===== src/rtl/dmem_arbiter.sv =====
// Data-memory arbiter: shares one single-port synchronous RAM between the pipeline MEM stage
// and a debug/loader port, with sub-word store lane steering and load extension.
module dmem_arbiter #(
    parameter int unsigned ADDR_W   = 13,
    parameter int unsigned MAX_WAIT = 4
) (
    input  logic              clk_i,
    input  logic              rst_ni,
    input  logic              flush_i,
    input  logic              p_req_i,
    input  logic              p_we_i,
    input  logic [2:0]        p_funct3_i,
    input  logic [31:0]       p_addr_i,
    input  logic [31:0]       p_wdata_i,
    output logic              p_stall_o,
    output logic              p_rvalid_o,
    output logic [31:0]       p_rdata_o,
    output logic              p_err_o,
    input  logic              d_req_i,
    input  logic              d_we_i,
    input  logic [31:0]       d_addr_i,
    input  logic [31:0]       d_wdata_i,
    output logic              d_gnt_o,
    output logic              d_rvalid_o,
    output logic [31:0]       d_rdata_o,
    output logic              mem_en_o,
    output logic [3:0]        mem_we_o,
    output logic [ADDR_W-1:0] mem_addr_o,
    output logic [31:0]       mem_wdata_o,
    input  logic [31:0]       mem_rdata_i
);

    localparam int unsigned CntW = (MAX_WAIT > 0) ? $clog2(MAX_WAIT + 1) : 1;

    typedef enum logic [1:0] {StIdle, StPRd, StDRd} state_e;

    state_e          state_q, state_d;
    logic [CntW-1:0] wait_q, wait_d;
    logic [1:0]      off_q, off_d;
    logic [2:0]      funct3_q, funct3_d;

    logic [1:0]  p_off, p_size;
    logic        p_illegal, wait_full, p_win, d_win;
    logic [3:0]  st_be;
    logic [31:0] st_data, ld_shifted, ld_data;
    logic        unused_addr;

    // Upper address bits and the debug byte offset are ignored by design.
    assign unused_addr = ^{p_addr_i, d_addr_i};

    assign p_off  = p_addr_i[1:0];
    assign p_size = p_funct3_i[1:0];

    assign p_illegal = (p_funct3_i == 3'b011) || (p_funct3_i == 3'b110) ||
                       (p_funct3_i == 3'b111) ||
                       ((p_size == 2'b01) && p_off[0]) ||
                       ((p_size == 2'b10) && (p_off != 2'b00));

    assign wait_full = (wait_q == CntW'(MAX_WAIT));
    assign p_win     = (state_q == StIdle) && p_req_i && !wait_full;
    assign d_win     = (state_q == StIdle) && d_req_i && !p_win;

    always_comb begin
        st_be   = 4'b1111;
        st_data = p_wdata_i;
        case (p_size)
            2'b00: begin
                st_be   = 4'b0001 << p_off;
                st_data = {4{p_wdata_i[7:0]}};
            end
            2'b01: begin
                st_be   = 4'b0011 << p_off;
                st_data = {2{p_wdata_i[15:0]}};
            end
            default: ;
        endcase
    end

    // Offset and size were captured at grant; the RAM word arrives one cycle later.
    assign ld_shifted = mem_rdata_i >> {off_q, 3'b000};

    always_comb begin
        ld_data = ld_shifted;
        case (funct3_q[1:0])
            2'b00: ld_data = funct3_q[2] ? {24'b0, ld_shifted[7:0]}
                                         : {{24{ld_shifted[7]}}, ld_shifted[7:0]};
            2'b01: ld_data = funct3_q[2] ? {16'b0, ld_shifted[15:0]}
                                         : {{16{ld_shifted[15]}}, ld_shifted[15:0]};
            default: ;
        endcase
    end

    always_comb begin
        state_d     = state_q;
        wait_d      = wait_q;
        off_d       = off_q;
        funct3_d    = funct3_q;
        p_stall_o   = 1'b0;
        p_rvalid_o  = 1'b0;
        p_rdata_o   = 32'b0;
        p_err_o     = 1'b0;
        d_gnt_o     = 1'b0;
        d_rvalid_o  = 1'b0;
        d_rdata_o   = 32'b0;
        mem_en_o    = 1'b0;
        mem_we_o    = 4'b0000;
        mem_addr_o  = '0;
        mem_wdata_o = 32'b0;

        unique case (state_q)
            StIdle: begin
                if (p_win) begin
                    if (p_illegal) begin
                        p_err_o = 1'b1;
                    end else if (p_we_i) begin
                        mem_en_o    = 1'b1;
                        mem_we_o    = st_be;
                        mem_addr_o  = p_addr_i[ADDR_W+1:2];
                        mem_wdata_o = st_data;
                    end else begin
                        mem_en_o   = 1'b1;
                        mem_addr_o = p_addr_i[ADDR_W+1:2];
                        p_stall_o  = 1'b1;
                        off_d      = p_off;
                        funct3_d   = p_funct3_i;
                        state_d    = StPRd;
                    end
                end else begin
                    p_stall_o = p_req_i;
                    if (d_win) begin
                        d_gnt_o     = 1'b1;
                        mem_en_o    = 1'b1;
                        mem_we_o    = d_we_i ? 4'b1111 : 4'b0000;
                        mem_addr_o  = d_addr_i[ADDR_W+1:2];
                        mem_wdata_o = d_wdata_i;
                        if (!d_we_i) begin
                            state_d = StDRd;
                        end
                    end
                end
            end
            StPRd: begin
                p_rvalid_o = !flush_i;
                p_rdata_o  = flush_i ? 32'b0 : ld_data;
                state_d    = StIdle;
            end
            StDRd: begin
                d_rvalid_o = 1'b1;
                d_rdata_o  = mem_rdata_i;
                p_stall_o  = p_req_i;
                state_d    = StIdle;
            end
            default: state_d = StIdle;
        endcase

        if (d_gnt_o) begin
            wait_d = '0;
        end else if (d_req_i && !wait_full) begin
            wait_d = wait_q + 1'b1;
        end

        // Outputs are combinational, so hold them quiet for the whole reset interval.
        if (!rst_ni) begin
            p_stall_o   = 1'b0;
            p_rvalid_o  = 1'b0;
            p_rdata_o   = 32'b0;
            p_err_o     = 1'b0;
            d_gnt_o     = 1'b0;
            d_rvalid_o  = 1'b0;
            d_rdata_o   = 32'b0;
            mem_en_o    = 1'b0;
            mem_we_o    = 4'b0000;
            mem_addr_o  = '0;
            mem_wdata_o = 32'b0;
        end
    end

    always_ff @(posedge clk_i or negedge rst_ni) begin
        if (!rst_ni) begin
            state_q  <= StIdle;
            wait_q   <= '0;
            off_q    <= 2'b00;
            funct3_q <= 3'b000;
        end else begin
            state_q  <= state_d;
            wait_q   <= wait_d;
            off_q    <= off_d;
            funct3_q <= funct3_d;
        end
    end

endmodule

===== config.mk =====
export PLATFORM = sky130hd
export DESIGN_NAME = dmem_arbiter
export DESIGN_NICKNAME = d
export VERILOG_FILES = /design/src/rtl/dmem_arbiter.sv
export SDC_FILE = /design/constraint.sdc
export NUM_CORES = 1
export LEC_CHECK = 0
export ABC_AREA = 1
export CAP_MARGIN = 0
export CORE_AREA = 5 5 108 110
export DETAILED_ROUTE_END_ITERATION = 10
export DIE_AREA = 0 0 113 115
export PLACE_DENSITY = 0.76
export SLEW_MARGIN = 10
export SYNTH_ARGS = -nofsm -noshare
export SYNTH_HDL_FRONTEND = slang
export SYNTH_SLANG_ARGS = --single-unit

===== constraint.sdc =====
create_clock -name clk_i -period 3.21 [get_ports clk_i]
set_input_delay 0.4815 -clock clk_i [delete_from_list [all_inputs] [get_ports clk_i]]
set_output_delay 0.4815 -clock clk_i [all_outputs]
set_load 0.05 [all_outputs]

== Word level (Yosys, flattened, before mapping) ==
Index checks and enable logic that the tools add are counted.
Operators by class
  $add $sub $neg: 1
  eq/ne operators: 13
  shift operators: 3
  muxes and demuxes: 57
  bitwise logic cells: 2
  reduce and logical (&&, ||, !) cells: 21
Operator list (count)
  32-bit 2-to-1 mux: 13
  32-bit case mux with 2 select lines: 2
  13-bit 2-to-1 mux: 5
  32-bit by 5-bit >> shifter with 32-bit output: 1
  4-bit 2-to-1 mux: 7
  1-bit 2-to-1 mux: 20
  2-bit 2-to-1 mux: 6
  3-bit != test, second input constant: 4
  3-bit == test, second input constant: 3
  4-bit case mux with 2 select lines: 1
  4-bit AND reduction: 2
  1-bit logical AND: 7
  2-bit by 1-bit == test with 1-bit output, second input constant: 3
  2-bit logical NOT: 3
  3-bit 2-to-1 mux: 2
  2-bit == test, second input constant: 2
  1-bit logical OR: 4
  2-bit nonzero test: 2
  1-bit by 2-bit << shifter with 4-bit output, first input constant: 1
  2-bit by 2-bit << shifter with 4-bit output, first input constant: 1
  3-bit by 1-bit adder with 3-bit output, second input constant: 1
  3-bit by 2-bit == test with 1-bit output, second input constant: 1
  1-bit logical NOT: 3
  1-bit NOT: 2
  1-bit case mux with 2 select lines: 1
Word-level totals
  register bits: 10
  output and inout bits: 119

== Depth between registers and ports, before layout ==
Gate-level depths: netlist (run 1).
  depth after elaboration: 9
  mapped depth: 9

== Worst setup path before layout (run 1) ==
OpenSTA, ideal clock, no wires.
  path type: reg-to-output
  start point: register wait_q[0]
  end point: output mem_addr_o[0]
  data arrival time: 2.050 ns
  required time: 2.728 ns
  setup slack: 0.679 ns
  stages on the path, launching flop included: 10
  cells stage by stage: dfrtp_1 inv_1 ha_1 nand2_1 nand3_2 nand3_2 inv_2 buf_6 nand2_1 a21oi_1
On the way
  longest elaborated chain between the ends: 9
RTL lines
  start, declared: RTL line 38  | logic [CntW-1:0] wait_q, wait_d;
  start signal, assigned: RTL line 186  | wait_q <= wait_d;
  3-bit == test (*): RTL line 59  | assign wait_full = (wait_q == CntW'(MAX_WAIT));
  1-bit logical NOT (*): RTL line 60  | assign p_win = (state_q == StIdle) && p_req_i && !wait_full;
  1-bit logical AND (*): RTL line 60
  1-bit logical NOT: RTL line 61  | assign d_win = (state_q == StIdle) && d_req_i && !p_win;
  1-bit logical AND: RTL line 61
  13-bit 2-to-1 mux: RTL line 130  | if (d_win) begin
  13-bit 2-to-1 mux (*): RTL line 112  | if (p_win) begin
  13-bit 2-to-1 mux (*): RTL line 110  | unique case (state_q)
  13-bit 2-to-1 mux (*): RTL line 163  | if (!rst_ni) begin
  end, declared: RTL line 28  | output logic [ADDR_W-1:0] mem_addr_o,
Mark *: on every way between the ends. The rest lies on a longest branch, timed or not.

== Worst setup path after layout (run 1) ==
  start point: input p_funct3_i[0]
  end point: output mem_wdata_o[1]
On the way
  longest elaborated chain between the ends: 9
  elaborated cells on any way between the ends: 15
RTL lines
  start, declared: RTL line 12  | input logic [2:0] p_funct3_i,
  3-bit by 2-bit == test with 1-bit output or 3-bit == test (tied branches): RTL line 54  | assign p_illegal = (p_funct3_i == 3'b011) || (p_funct3_i == 3'b110) ||
  1-bit logical OR (2 in series): RTL line 54
  1-bit logical OR: RTL line 55  | (p_funct3_i == 3'b111) ||
  1-bit logical OR (*): RTL line 56  | ((p_size == 2'b01) && p_off[0]) ||
  32-bit 2-to-1 mux (*): RTL line 113  | if (p_illegal) begin
  32-bit 2-to-1 mux (*): RTL line 112
  32-bit 2-to-1 mux (*): RTL line 110
  32-bit 2-to-1 mux (*): RTL line 163
  end, declared: RTL line 29  | output logic [31:0] mem_wdata_o,
Marked as above.

==> impl_results.md, run 1 <==
* Status: completed
* Core area at 10,600 µm²
* Critical Path Fanout Max at 19
* Worst hold stages at 2
* Leak Pwr at a little under 3 nW
* Drc violations at 0
* Gpl congestion at 0.8654
* CTS Sinks at 10
* PortBufs at about 250
* Share of cells above drive strength 1 at 20.40%
* CTS Buf Count at 3
* Fillers at 904
* RSZ-0062 raised after global routing: no
* Chip Height at ~120 µm
* CP Capture Type: primary output
* Global Route Usage Sum at 21.71%
* Die area at ~13,000 µm²
* Rows at 38
* # Post-CTS Setup Buffers at 0
* # setup viols final at 0
* Setup TNS at 0 ns
* H-tree depth at 1
* Largest cells by area after synthesis: nand2_1, a21oi_1, nor2_1, o21ai_0, inv_1
* CTS Buffer Depth at 2
* VDD IR max at ~250 µV
* PwrDens at approximately 300 nW/µm²
* Worst Hold Launch: wait_q[2]$_DFFE_PN0P_
* Avg WL per Cell at ~16 µm
* Synth area leader: nand2_1
* Final Skew at between 0.0015 and 0.002 ns
* Cell area after layout at approximately 6600 µm²
* Syn Nets at between 700 and 800
* Largest net degree at the start of global routing at 48
* Min-Delay Endpoint: wait_q[2]$_DFFE_PN0P_
* Capturing point of the worst reg2reg path: funct3_q[2]$_DFFE_PN0P_
* FF+latch count, synth at 10
* Post-route ant nets at 0
* R2R Setup Slk at around 1.6 ns
* Cts repair resizes at 0
* Die Wd at 113 µm
* CP arrival at approximately 2.5 ns
* Worst-path clk slew at 0.04 ns
* Initial DRC count at ~370
* Post-Syn Area at about 2900 µm²
* Reg-to-reg startpoint: wait_q[0]$_DFFE_PN0P_
* Max Slew Vio Count at 0
* Post-detail-place hpwl at approximately 13 mm
* Root buffer cell: clkbuf_8
* Initial antenna violation count at 0
* Initial Util at 26.91%
* Vias at 4,477
* Critical Path RT at 2.73 ns
* Fin crit share at 93.87%
* Sequential area share after synthesis at slightly below 9%
* Avg Inst Size Synth at between 5 and 6 µm²
* Area share of the largest cell type after synthesis at 19.34%
* Drt via density at 4.768
* Top Ports at 289
* Global-route wire length before repair at 22.71 mm
* Skew-Pair Late Insertion Delay at ~0.23 ns
* Drt pass-1 iters at 5
* Max-slew headroom at between 60 and 70%
* Total wire length at between 15 and 20 mm
* Slew @ Worst Pin at between 0.5 and 0.6 ns
* Layout area overhead at 132.5%
* Max capacitance violation total at 0
* Global route total overflow at 0
* Nets at ~970
* Mapped Cells at between 500 and 600
* Hold_buf cts at 0
* Syn. warnings at 0
* Dpl cell area at around 6600 µm²
* Fmax at about 0.33 GHz
* Final hold vios at 0
* Distinct cells, synth at 28
* CP Launch Type: primary input
* Final critical-path required period at around 3.0 ns
* Hold Crit Class: flip-flop to flip-flop
* CTS tree: done
* Vias in the first global route at roughly 4,200
* Worst setup path category: primary input to primary output
* Ant. Diodes at 0
* Depth of the most critical reg-to-reg path at 6
==> cell usage after synthesis <==
cell type and count:
a21oi_1 65, buf_1 1, buf_2 10, buf_4 3, buf_6 8, clkbuf_1 17, dfrtp_1 10, ha_1 2
inv_1 71, inv_2 3, nand2_1 147, nand2_2 1, nand3_1 47, nand3_2 4, nand4_1 7, nand4_4 1
nor2_1 86, nor2_2 1, nor2_4 3, nor3_1 1, nor3_4 1, nor4_4 1, o211ai_1 8, o21a_1 1
o21ai_0 55, o21ai_1 2, o22ai_1 1, or2_2 13
==> cells in the final DEF, fill, tap and decap left out, types with 7 or more instances in the layout <==
| master | instances |
|---|---|
| dfrtp_1 | 10 |
| nand4_1 | 7 |
| o211ai_1 | 8 |
| buf_4 | 14 |
| buf_12 | 117 |
| inv_1 | 71 |
| or2_2 | 13 |
| o21ai_0 | 55 |
| nor2_1 | 86 |
| nand2_1 | 147 |
| nand3_1 | 47 |
| a21oi_1 | 65 |
| clkdlybuf4s50_1 | 133 |
==> sequential cells by signal (all words and copies together), names as in the netlist <==
name / flops
off_q: 2
state_q: 2
wait_q: 3
funct3_q: 3
==> metal layers <==
layer  vias to the layer above  global-route usage (%)  wire length, µm
li1                       2286                       -                -
met1                      1995                   28.69             6199
met2                       168                   37.44             7798
met3                        28                   3.789              912
met4                         0                   4.167              372
met5                         -                       0                0
==> cells by family after synthesis <==
| family | after synthesis | synth area share [%] |
|---|---|---|
| buffers and inverters | 113 | 17.81 |
| AND/OR/NAND/NOR | 313 | 48.55 |
| AO/OA/AOI/OAI | 132 | 23.99 |
| flip-flops | 10 | 8.772 |
| adder cells (fa/ha/maj) | 2 | 0.8771 |
==> area by class of cell <==
cell class | count | area [µm²] | share of cell area [%]
sequential | 10 | 250.2 | 3.774
timing repair buffer | 264 | 3779 | 56.98
tap | 140 | 175.2 | 2.642
clock buffer | 4 | 55.05 | 0.8302
multi-input combinational | 447 | 2095 | 31.58
inverter | 74 | 277.8 | 4.189
==> report_power, final <==
group / internal, W / switching [W] / leakage (nW)
registers: 0.000165 / 0.0000409 / 0.127
clock network: 0.000107 / 0.0000435 / 0.0288
logic: 0.000642 / 0.000958 / 2.73
total: 0.000915 / 0.00104 / 2.88
==> worst max-delay path by stage <==
| stage | to | from | cells after the start | slack [ns] |
|---|---|---|---|---|
| 2_1_floorplan | mem_addr_o[0] | wait_q[0]$_DFFE_PN0P_ | 9 | 0.68 |
| 3_3_place_gp | mem_wdata_o[4] | p_funct3_i[0] | 9 | 0.21 |
| 3_5_place_dp | mem_wdata_o[1] | p_funct3_i[0] | 9 | 0.23 |
| 4_1_cts | mem_wdata_o[1] | p_funct3_i[0] | 9 | 0.21 |
| 5_1_grt | mem_wdata_o[1] | p_funct3_i[0] | 9 | 0.07 |
| 6_report | mem_wdata_o[1] | p_funct3_i[0] | 9 | 0.20 |
==> critical path: stages <==
cell and delay, ns:
clkdlybuf4s50_1 0.59, nor2_1 0.17, nand2_1 0.06, nand2_1 0.05, nand2_1 0.17, nor2_4 0.42
nand2_1 0.10, a21oi_1 0.29, buf_12 0.18
==> per-stage QoR <==
step                util (%)  hold slack, ns  std cells  setup WS (ns)  total power [W]
floorplan                  -          0.1859        570         0.6786         0.001142
global placement       62.03          0.5203        935         0.2121         0.001779
detailed placement     62.03          0.5416        935         0.2254         0.001798
CTS                    62.54          0.5477        939         0.2053         0.001955
global route           62.54          0.5575        939        0.07065         0.002101
finish                 62.54          0.5408        939         0.1968         0.001957
Power figures use the tool's default switching activity.
==> run 2, diff against run 1 <==
--- a/config.mk
+++ b/config.mk
@@ -11,6 +11,7 @@
 export DETAILED_ROUTE_END_ITERATION = 10
 export DIE_AREA = 0 0 113 115
 export PLACE_DENSITY = 0.76
+export REMOVE_ABC_BUFFERS = 1
 export SLEW_MARGIN = 10
 export SYNTH_ARGS = -nofsm -noshare
 export SYNTH_HDL_FRONTEND = slang
==> impl_results.md, run 2 (synthesis results as in run 1) <==
* Total wire length at 14.73 mm (-3.6%)
* Fmax at 0.3377 GHz (+1.8%)
* Critical path's largest stage delay at 0.60 ns (about the same)
* Initial Util at 26.91% (unchanged)
* DP Cell Count at 938 (+0.32%)
* # Post-CTS Setup Buffers at 0 (unchanged)
* Ant. Diodes at 0 (unchanged)
* Hold Crit Class: flip-flop to flip-flop
* CTS tree: done
* Die area at 13,000 µm² (unchanged)
* Critical Path Fanout Max at 15 (-4)
* Leak Pwr at 2.899 nW (+0.51%)
* Avg WL per Cell at 15.64 µm (-3.9%)
* H-tree depth at 1 (unchanged)
* Cts repair resizes at 0 (unchanged)
* Worst Hold Launch: wait_q[2]$_DFFE_PN0P_
* Met2 GRT Util at 37.05% (-0.39 points)
* Top flop regs: funct3_q x3, wait_q x3
* Final hold vios at 0 (unchanged)
* Worst hold stages at 2 (unchanged)
* Initial antenna violation count at 0 (unchanged)
* Fillers at 917 (+1.4%)
* GRT met3 Usage at 3.579% (-0.21 points)
* Reg-to-reg startpoint: wait_q[0]$_DFFE_PN0P_
* Cell area after layout at 6654 µm² (+0.34%)
* Rows at 38 (unchanged)
* Share of cells above drive strength 1 at 20.70% (+0.30 points)
* Die Wd at 113 µm (unchanged)
* Min-Delay Endpoint: wait_q[2]$_DFFE_PN0P_
* Max capacitance violation total at 0 (unchanged)
* Post-detail-place hpwl at 12.17 mm (-4.4%)
* Most common cell on crit path: nand2_1
* Crit path from: p_funct3_i[0]
* Global route total overflow at 0 (unchanged)
* Capturing point of the worst reg2reg path: funct3_q[2]$_DFFE_PN0P_
* Drc violations at 0 (unchanged)
* Vias at 4,485 (+0.18%)
* Area of the multi-input gates at 2095 µm² (unchanged)
* Critical Path RT at 2.73 ns (about the same)
* Core area at 10,600 µm² (unchanged)
* Hold_buf cts at 0 (unchanged)
* Root buffer cell: clkbuf_8
* Initial DRC count at 269 (-27%)
* Layout area overhead at 133.2%
* Gpl congestion at 0.8207 (-5.2%)
* CP cell instances: clkdlybuf4s50_1 -> nor2_1 -> nand2_1 -> nand2_1 -> nand2_1 -> nor2_4 -> buf_4 -> nand2_1 -> a21oi_1 -> buf_12
* CP max-delay cell: clkdlybuf4s50_1
* Top Ports at 289 (unchanged)
* Status: completed
* Fin crit share at 92.24% (-1.6 points)
* GR peak layer: met2
* Drt via density at 4.761 (-0.14%)
* PortBufs at 252 (unchanged)
* Worst-path clk slew at 0.05 ns (about the same)
* Max-slew headroom at 64.58% (-1.7 points)
* CTS Sinks at 10 (unchanged)
* Chip Height at 115 µm (unchanged)
* Max Slew Vio Count at 0 (unchanged)
* Largest net degree at the start of global routing at 49 (+2.1%)
* # setup viols final at 0 (unchanged)
* Final critical-path required period at 2.961 ns (-0.05216 ns)
* Drt pass-1 iters at 5 (unchanged)
* Commonest non-fill, non-tap cell in the layout: nand2_1
* R2R Setup Slk at 1.53 ns (-0.07 ns)
* Slew @ Worst Pin at 0.5293 ns (+0.02359 ns)
* CP Launch Type: primary input
* VDD IR max at 189.3 µV (-25%)
* Nets at 975 (+0.31%)
* Post-route ant nets at 0 (unchanged)
* Grt met1 use at 25.87% (-2.8 points)
* CP arrival at 2.48 ns (-0.05 ns)
* Vias in the first global route at 4,141 (-0.91%)
* Worst setup path category: primary input to primary output
* Final non-filler cell total at 942 (+0.32%)
* Storage cell area at 250.2 µm² (unchanged)
* CP Capture Type: primary output
* CTS Buf Count at 3 (unchanged)
* Dpl cell area at 6599 µm² (+0.34%)
* Most frequent cells in the layout: nand2_1, clkdlybuf4s50_1, buf_12
* Global-route wire length before repair at 22.01 mm (-3.1%)
* Global Route Usage Sum at 20.80% (-0.91 points)
* CTS Buffer Depth at 2 (unchanged)
* Depth of the most critical reg-to-reg path at 7 (+1)
* PwrDens at 292.9 nW/µm² (-0.75%)
* Final Skew at 0.002096 ns (+0.0001610 ns)
* Skew-Pair Late Insertion Delay at 0.24 ns (about the same)
* RSZ-0062 raised after global routing: no
-- run 2: critical path: cells and delay by family --
family	cells	cell delay, ns
AND/OR/NAND/NOR	6	0.72
AO/OA/AOI/OAI	1	0.24
buffers and inverters	3	1.02
-- run 2: routing by layer --
layer	wire, µm	part of all wire, %
met3	747	5.1
met1	5859	40
met4	429	2.9
met5	0	0
met2	7696	52
-- run 2: layout make-up --
class	instances	area share [%]
Timing Repair Buffer	267	57.13
Multi-Input combinational cell	447	31.48
Inverter	74	4.174
Sequential cell	10	3.761
Tap cell	140	2.633
Clock buffer	4	0.8274
-- run 2: per-stage QoR --
| step | setup TNS [ns] | hold WS (ns) | total power, W | utilization (%) | setup WS [ns] |
|---|---|---|---|---|---|
| 2_1_floorplan | -4.250 | 0.1859 | 0.001055 | - | -0.2897 |
| 3_3_place_gp | 0 | 0.5183 | 0.001766 | 62.24 | 0.2768 |
| 3_5_place_dp | 0 | 0.5328 | 0.001788 | 62.24 | 0.2314 |
| 4_1_cts | 0 | 0.5402 | 0.001963 | 62.76 | 0.2272 |
| 5_1_grt | 0 | 0.5645 | 0.002109 | 62.76 | 0.02157 |
| 6_report | 0 | 0.5373 | 0.001949 | 62.76 | 0.2489 |
-- run 2: report_power, final --
part	internal, W	switching (W)	total, W	leakage (nW)
logic	0.000647	0.000934	0.00158	2.74
clock network	0.000108	0.0000540	0.000162	0.0288
registers	0.000165	0.0000415	0.000207	0.127
total	0.000920	0.00103	0.00195	2.90
-- run 2: how the worst max path moves through the flow --
stage,endpoint,slack (ns),depth (start not counted)
after floorplan,p_rdata_o[0],-0.29,4
after global placement,mem_wdata_o[4],0.28,10
after detailed placement,mem_wdata_o[0],0.23,10
after CTS,mem_wdata_o[0],0.23,10
after global routing,mem_wdata_o[0],0.02,10
final,mem_wdata_o[0],0.25,10
